**src/rtl/core_haz_if.sv**
```systemverilog
// Decode-side hazard bus: DEC operand info and stall sources in,
// pipeline register controls, bypass selects and perf counters out.
interface core_haz_if #(
    parameter int STAGES = 3,
    parameter int RA_W   = 5,
    parameter int CNT_W  = 16,
    parameter int SEL_W  = $clog2(STAGES + 1)
);
    logic              dec_val_in;
    logic [RA_W-1:0]   dec_rs1_in;
    logic              dec_rs1_use_in;
    logic [RA_W-1:0]   dec_rs2_in;
    logic              dec_rs2_use_in;
    logic [RA_W-1:0]   dec_rd_in;
    logic              dec_we_in;
    logic              dec_load_in;
    logic              brnch_tknn_in;
    logic              stall_l1i_in;
    logic              stall_l1d_in;
    logic [STAGES:0]   enb_bus_out;
    logic [STAGES:0]   kill_bus_out;
    logic              pc_stop_out;
    logic              nop_gen_out;
    logic [SEL_W-1:0]  bp_rs1_out;
    logic [SEL_W-1:0]  bp_rs2_out;
    logic [CNT_W-1:0]  stall_cnt_out;
    logic [CNT_W-1:0]  flush_cnt_out;

    modport master (
        output dec_val_in, dec_rs1_in, dec_rs1_use_in,
        output dec_rs2_in, dec_rs2_use_in, dec_rd_in,
        output dec_we_in, dec_load_in, brnch_tknn_in,
        output stall_l1i_in, stall_l1d_in,
        input  enb_bus_out, kill_bus_out, pc_stop_out,
        input  nop_gen_out, bp_rs1_out, bp_rs2_out,
        input  stall_cnt_out, flush_cnt_out
    );

    modport slave (
        input  dec_val_in, dec_rs1_in, dec_rs1_use_in,
        input  dec_rs2_in, dec_rs2_use_in, dec_rd_in,
        input  dec_we_in, dec_load_in, brnch_tknn_in,
        input  stall_l1i_in, stall_l1d_in,
        output enb_bus_out, kill_bus_out, pc_stop_out,
        output nop_gen_out, bp_rs1_out, bp_rs2_out,
        output stall_cnt_out, flush_cnt_out
    );
endinterface

```
**src/rtl/core_haz_unit.sv**
```systemverilog
// Hazard/forwarding controller: registered scoreboard of the stages after
// decode, pipeline enables/kills, bypass selects, saturating perf counters.
module core_haz_unit #(
    parameter int STAGES   = 3,
    parameter int RA_W     = 5,
    parameter int LOAD_FWD = 3,
    parameter int CNT_W    = 16,
    parameter int SEL_W    = $clog2(STAGES + 1)
) (
    input logic       clk,
    input logic       rst,
    core_haz_if.slave bus
);
    typedef struct packed {
        logic            val;
        logic [RA_W-1:0] rd;
        logic            we;
        logic            ld;
    } sb_t;

    localparam sb_t BUBBLE = '0;

    sb_t              sb_q [1:STAGES];
    sb_t              sb1_d;
    logic             adv;
    logic [CNT_W-1:0] stall_q, stall_d;
    logic [CNT_W-1:0] flush_q, flush_d;
    logic [SEL_W-1:0] sel1, sel2;
    logic             lu1, lu2, lu;
    logic             c_l1d, c_br, c_lu, c_l1i, c_nrm;
    logic [STAGES:0]  enb, kill;
    logic             pc_stop, nop;

    function automatic logic hit(sb_t e, logic [RA_W-1:0] rs, logic en);
        return e.val && e.we && (e.rd != '0) && (e.rd == rs) && en;
    endfunction

    // Walk from the oldest stage so the youngest (nearest) match wins.
    always_comb begin
        sel1 = '0;
        sel2 = '0;
        lu1  = 1'b0;
        lu2  = 1'b0;
        for (int k = STAGES; k >= 1; k--) begin
            if (hit(sb_q[k], bus.dec_rs1_in, bus.dec_rs1_use_in)) begin
                sel1 = SEL_W'(k);
                lu1  = sb_q[k].ld && (k < LOAD_FWD);
            end
            if (hit(sb_q[k], bus.dec_rs2_in, bus.dec_rs2_use_in)) begin
                sel2 = SEL_W'(k);
                lu2  = sb_q[k].ld && (k < LOAD_FWD);
            end
        end
    end

    assign lu    = bus.dec_val_in && (lu1 || lu2);
    assign c_l1d = bus.stall_l1d_in;
    assign c_br  = !c_l1d && bus.brnch_tknn_in;
    assign c_lu  = !c_l1d && !bus.brnch_tknn_in && lu;
    assign c_l1i = !c_l1d && !bus.brnch_tknn_in && !lu
                   && bus.stall_l1i_in;
    assign c_nrm = !(c_l1d || c_br || c_lu || c_l1i);

    always_comb begin
        enb     = '1;
        kill    = '0;
        pc_stop = 1'b0;
        nop     = 1'b0;
        adv     = 1'b1;
        sb1_d   = BUBBLE;
        stall_d = stall_q;
        flush_d = flush_q;
        unique case (1'b1)
            c_l1d: begin
                enb     = '0;
                pc_stop = 1'b1;
                adv     = 1'b0;
            end
            c_br: begin
                kill[1:0] = 2'b11;
                nop       = 1'b1;
                if (flush_q != '1) flush_d = flush_q + CNT_W'(1);
            end
            c_lu, c_l1i: begin
                enb[0]  = 1'b0;
                kill[1] = 1'b1;
                pc_stop = 1'b1;
                nop     = 1'b1;
                if (c_lu && stall_q != '1) stall_d = stall_q + CNT_W'(1);
            end
            c_nrm: begin
                if (bus.dec_val_in) begin
                    sb1_d = '{val: 1'b1, rd: bus.dec_rd_in,
                              we: bus.dec_we_in, ld: bus.dec_load_in};
                end
            end
            default: ;
        endcase
    end

    always_ff @(posedge clk or posedge rst) begin
        if (rst) begin
            for (int k = 1; k <= STAGES; k++) sb_q[k] <= BUBBLE;
            stall_q <= '0;
            flush_q <= '0;
        end else begin
            if (adv) begin
                sb_q[1] <= sb1_d;
                for (int k = 2; k <= STAGES; k++) sb_q[k] <= sb_q[k-1];
            end
            stall_q <= stall_d;
            flush_q <= flush_d;
        end
    end

    // While reset is held the pipeline is parked: nothing loads, all clears.
    assign bus.enb_bus_out   = rst ? '0 : enb;
    assign bus.kill_bus_out  = rst ? '1 : kill;
    assign bus.pc_stop_out   = rst | pc_stop;
    assign bus.nop_gen_out   = rst | nop;
    assign bus.bp_rs1_out    = rst ? '0 : sel1;
    assign bus.bp_rs2_out    = rst ? '0 : sel2;
    assign bus.stall_cnt_out = stall_q;
    assign bus.flush_cnt_out = flush_q;
endmodule

```
**src/flat_wrapper.sv**
```systemverilog
// flat-port wrapper written by rule: the top's interface ports become plain ports
module core_haz_unit_flat 
#(
    parameter int STAGES   = 3,
    parameter int RA_W     = 5,
    parameter int LOAD_FWD = 3,
    parameter int CNT_W    = 16,
    parameter int SEL_W    = $clog2(STAGES + 1)
)
  (clk, rst, bus_dec_val_in, bus_dec_rs1_in, bus_dec_rs1_use_in, bus_dec_rs2_in, bus_dec_rs2_use_in, bus_dec_rd_in, bus_dec_we_in, bus_dec_load_in, bus_brnch_tknn_in, bus_stall_l1i_in, bus_stall_l1d_in, bus_enb_bus_out, bus_kill_bus_out, bus_pc_stop_out, bus_nop_gen_out, bus_bp_rs1_out, bus_bp_rs2_out, bus_stall_cnt_out, bus_flush_cnt_out);
  core_haz_if #(.STAGES(STAGES), .RA_W(RA_W), .CNT_W(CNT_W), .SEL_W(SEL_W)) bus_i ();
  input logic clk;
  input logic rst;
  input wire logic [$bits(bus_i.dec_val_in)-1:0] bus_dec_val_in;
  input wire logic [$bits(bus_i.dec_rs1_in)-1:0] bus_dec_rs1_in;
  input wire logic [$bits(bus_i.dec_rs1_use_in)-1:0] bus_dec_rs1_use_in;
  input wire logic [$bits(bus_i.dec_rs2_in)-1:0] bus_dec_rs2_in;
  input wire logic [$bits(bus_i.dec_rs2_use_in)-1:0] bus_dec_rs2_use_in;
  input wire logic [$bits(bus_i.dec_rd_in)-1:0] bus_dec_rd_in;
  input wire logic [$bits(bus_i.dec_we_in)-1:0] bus_dec_we_in;
  input wire logic [$bits(bus_i.dec_load_in)-1:0] bus_dec_load_in;
  input wire logic [$bits(bus_i.brnch_tknn_in)-1:0] bus_brnch_tknn_in;
  input wire logic [$bits(bus_i.stall_l1i_in)-1:0] bus_stall_l1i_in;
  input wire logic [$bits(bus_i.stall_l1d_in)-1:0] bus_stall_l1d_in;
  output wire logic [$bits(bus_i.enb_bus_out)-1:0] bus_enb_bus_out;
  output wire logic [$bits(bus_i.kill_bus_out)-1:0] bus_kill_bus_out;
  output wire logic [$bits(bus_i.pc_stop_out)-1:0] bus_pc_stop_out;
  output wire logic [$bits(bus_i.nop_gen_out)-1:0] bus_nop_gen_out;
  output wire logic [$bits(bus_i.bp_rs1_out)-1:0] bus_bp_rs1_out;
  output wire logic [$bits(bus_i.bp_rs2_out)-1:0] bus_bp_rs2_out;
  output wire logic [$bits(bus_i.stall_cnt_out)-1:0] bus_stall_cnt_out;
  output wire logic [$bits(bus_i.flush_cnt_out)-1:0] bus_flush_cnt_out;
  assign bus_i.dec_val_in = bus_dec_val_in;
  assign bus_i.dec_rs1_in = bus_dec_rs1_in;
  assign bus_i.dec_rs1_use_in = bus_dec_rs1_use_in;
  assign bus_i.dec_rs2_in = bus_dec_rs2_in;
  assign bus_i.dec_rs2_use_in = bus_dec_rs2_use_in;
  assign bus_i.dec_rd_in = bus_dec_rd_in;
  assign bus_i.dec_we_in = bus_dec_we_in;
  assign bus_i.dec_load_in = bus_dec_load_in;
  assign bus_i.brnch_tknn_in = bus_brnch_tknn_in;
  assign bus_i.stall_l1i_in = bus_stall_l1i_in;
  assign bus_i.stall_l1d_in = bus_stall_l1d_in;
  assign bus_enb_bus_out = bus_i.enb_bus_out;
  assign bus_kill_bus_out = bus_i.kill_bus_out;
  assign bus_pc_stop_out = bus_i.pc_stop_out;
  assign bus_nop_gen_out = bus_i.nop_gen_out;
  assign bus_bp_rs1_out = bus_i.bp_rs1_out;
  assign bus_bp_rs2_out = bus_i.bp_rs2_out;
  assign bus_stall_cnt_out = bus_i.stall_cnt_out;
  assign bus_flush_cnt_out = bus_i.flush_cnt_out;
  core_haz_unit #(.STAGES(STAGES), .RA_W(RA_W), .LOAD_FWD(LOAD_FWD), .CNT_W(CNT_W), .SEL_W(SEL_W)) u_core (.clk(clk), .rst(rst), .bus(bus_i));
endmodule
```
**config.mk**
```make
export PLATFORM = sky130hd
export DESIGN_NAME = core_haz_unit_flat
export DESIGN_NICKNAME = d
export VERILOG_FILES = /design/src/rtl/core_haz_if.sv /design/src/rtl/core_haz_unit.sv /design/src/flat_wrapper.sv
export SDC_FILE = /design/constraint.sdc
export NUM_CORES = 1
export LEC_CHECK = 0
export BUFFER_PORTS_ARGS = -buffer_cell sky130_fd_sc_hd__buf_4
export CORE_MARGIN = 2
export CORE_UTILIZATION = 43
export CTS_CLUSTER_SIZE = 8
export DETAILED_ROUTE_END_ITERATION = 16
export GPL_TIMING_DRIVEN = 0
export PLACE_DENSITY_LB_ADDON = 0.3
export SLEW_MARGIN = 20
export SYNTH_ARGS = -nofsm -noshare
export SYNTH_HDL_FRONTEND = slang
export SYNTH_SLANG_ARGS = --single-unit
export TNS_END_PERCENT = 5
```
**constraint.sdc**
```tcl
create_clock -name clk -period 2.2 [get_ports clk]
set_clock_uncertainty 0.1 [all_clocks]
set_input_delay 0.44 -clock clk [delete_from_list [all_inputs] [get_ports clk]]
set_output_delay 0.44 -clock clk [all_outputs]
set_load 0.01 [all_outputs]
```
==> out/results.tsv <==
metric	value	unit
Total Routing Usage GR	19.0	%
path type of the worst setup path	reg -> out	
max_cap viols	0	
status	finished, violations left	
Routed WL	7080	um
Fmax achieved	330	MHz
clock slew at reported path FFs	0.09	ns
area leader, netlist	dfrtp_1	
TritonCTS Sinks	55	
Pre-Repair DR Iteration Count	10	
CTS Root Buffer Type	clkbuf_8	
number of global-route vias before repair	2283	
Antenna Cells	0	
ANT nets after route	0	
Synth Area in Simple Gates	18.1	%
pre-CTS setup slack	-0.562	ns
Critical Path Fanout Max	5	
Die W	85.8	um
Crit path max-delay family	simple AND/OR/NAND/NOR gates	
Port Buffer Count	69	
final setup TNS	-10.98	ns
Mapped Cells	259	
Post-Place Cells	405	
global-route wire length before repair	11100	um
synth warn	0	
post-synthesis sequential area ratio	47.8	%
initial antenna violation count	0	
DRC Markers	4	
TritonCTS Buffers	5	
syn_area_per_cell	11.1	um2
number of DRC markers in iteration 0	100	
mux contribution to synthesized area	6.65	%
die height	85.8	um
Synth Area in Compound Gates	6.21	%
CP peak stage delay	0.46	ns
crit end category	output pin	
core area	6420	um2
Mapped Area	2880	um2
Buf/Inv on CP	2	
Synth cell types	44	
CP max stage cell	dfrtp_2	
synth cell count leaders	dfrtp_1 (55), xnor2_1 (35), xor2_1 (23), mux2_2 (16), nand4_1 (14)	
met2 routed WL	3600	um
Metal-1 WL	3120	um
failing checks	DRC, setup timing	
DR vias/cell	5.45	
Synth Area in XOR/XNOR	17.6	%
post-synth net total	286	
Initial Util	44.8	%
worst setup margin	-0.827	ns
routed vias	2371	
Slew Viols, Final	0	
largest cells by area after synthesis	dfrtp_1 (48%), xnor2_1 (11%), xor2_1 (7.0%)	
top cell type's share of synthesized area	47.8	%
Leakage	1.94	nW
WL met3	276	um
critical path launch point type	flop	
Synth Area in Adders	0.869	%
clk buf depth	2	
most common cell in the netlist	dfrtp_1	
grt total ovfl	0	
slew at the pin with the worst max-slew slack	0.667	ns
min Tclk post-route	3.03	ns
total power	2.19	mW
RePlAce Congestion	0.793	
FILL cells	546	
Core Util, Final	61.0	%
H-tree Lvls	2	
largest net degree at the start of global routing	56	
Critical Path RT	1.66	ns
Seq cells post-synth	55	
pwr dens	558	nW/um2
area of the die	7370	um2
CTS tree	built	
number of flops mapped to enable cells by yosys	0	
Top Ports	71	
Worst EP arrival	2.49	ns
largest family of logic cells by synthesized area	simple AND/OR/NAND/NOR gates	
layout cell share with drive strength beyond 1	44.1	%
Peak VDD IR	0.502	mV
Hold Vio Cnt, Final	0	
area grow syn2layout	36.1	%
ys flop type	dfrtp_1	
Hold Path Class	in -> async	
Final #Nets	384	
final setup fails	32	
fin crit share	138	%
highest routed metal layer	met4	
non-filler cells, final	435	
CP Cell Sequence	xor2_1 > nor4_1 > nand4_1 > o22ai_2 > a21oi_2 > or2_1 > nand3b_1 > buf_4 > buf_6	
Async S/R FF share, synth	100	%
R2R Setup Slk	-0.33	ns
post-detail-place hpwl	4780	um
hold-fix buffer count after cts	0	
Worst-Skew Late Latency	0.30	ns
DR WL/cell	16.3	um
Slew HR	55.6	%
Row Count	29	
RSZ-0062 raised after global routing	true	
==> state kept, by name, summed over array words and instances (netlist names) <==
signal	count
u_core.bus.flush_cnt_out	16
u_core.sb_q	23
u_core.bus.stall_cnt_out	16
==> per-stage QoR <==
step	area (um2)	hold slack [ns]
after floorplan	2880	0.380
after global placement	3490	0.381
after detailed placement	3500	0.387
after CTS	3760	0.208
after global routing	3920	0.231
final	3920	0.186
==> report_power, final <==
group	switching [mW]	leakage (nW)	internal, mW	total (mW)
sequential	0.0997	0.735	1.09	1.19
combinational	0.215	1.17	0.244	0.459
clock	0.312	0.0422	0.225	0.537
total	0.627	1.94	1.56	2.19
==> kinds of logic (layout without fill, tap and decap cells) <==
group	Yosys count	after routing
AND/OR/NAND/NOR	90	90
XOR/XNOR	58	58
flip-flops	55	55
AO/OA/AOI/OAI	24	24
multiplexers	17	17
buffers and inverters	13	112
adder cells (fa/ha/maj)	2	2
==> metal layers <==
layer	GRT usage (%)	vias to the layer above
met1	25.6	1190
met5	0	-
li1	-	1109
met2	31.3	64
met3	3.66	8
met4	5.92	0
==> cell type report <==
cell class,instances,area (um2),area share [%]
well taps,77,96.3,2.46
clock inverters,1,5.00,0.128
plain buffers,10,73.8,1.88
repair buffers,91,714,18.2
multi-input cells,191,1560,39.7
clock buffers,7,76.3,1.95
flip-flops and latches,55,1390,35.3
inverters,3,13.8,0.351
==> placed cells by master (no fill, tap or decap), drive strengths merged, types with 4 or more instances in the layout <==
cell type,synthesis,routed
a21oi,4,4
clkbuf,2,9
mux2,17,17
nor4,4,4
nand4,14,14
and3,5,5
dfrtp,55,55
xor2,23,23
a22o,8,8
xnor2,35,35
nand2,15,15
buf,8,99
nand3,14,14
nor3,7,7
nor2,14,14
==> what timing repair did <==
item                                    CTS  global route
gates resized for setup                  21            20
hold endpoints to repair                  0             0
cloned                                    0             0
endpoints found under the setup margin   32            39
pin swaps                                20            22
buffers inserted                         12            10
==> worst reg2reg max path, stage by stage, from the launching register on <==
cell	delay, ns
dfrtp_1	0.40
or3_1	0.39
o311a_1	0.33
nand4_1	0.18
o22ai_2	0.13
a21oi_2	0.17
buf_4	0.13
buf_6	0.08
nor3b_4	0.37
a22o_1	0.20
==> path summary, 6_finish.rpt <==
kind / to / startpoint / cells after the start
setup / recovery: bus_kill_bus_out[1] / u_core.sb_q[13] / 9
hold / removal: u_core.sb_q[17] / rst / 2
setup reg to reg: u_core.sb_q[17] / u_core.sb_q[14] / 9
hold reg to reg: u_core.bus.flush_cnt_out[10] / u_core.bus.flush_cnt_out[10] / 1
max in group asynchronous: u_core.bus.flush_cnt_out[4] / rst / 2
min in group clk: u_core.sb_q[20] / bus_dec_rd_in[2] / 2
Note: power is estimated with default switching activity, not from simulation.
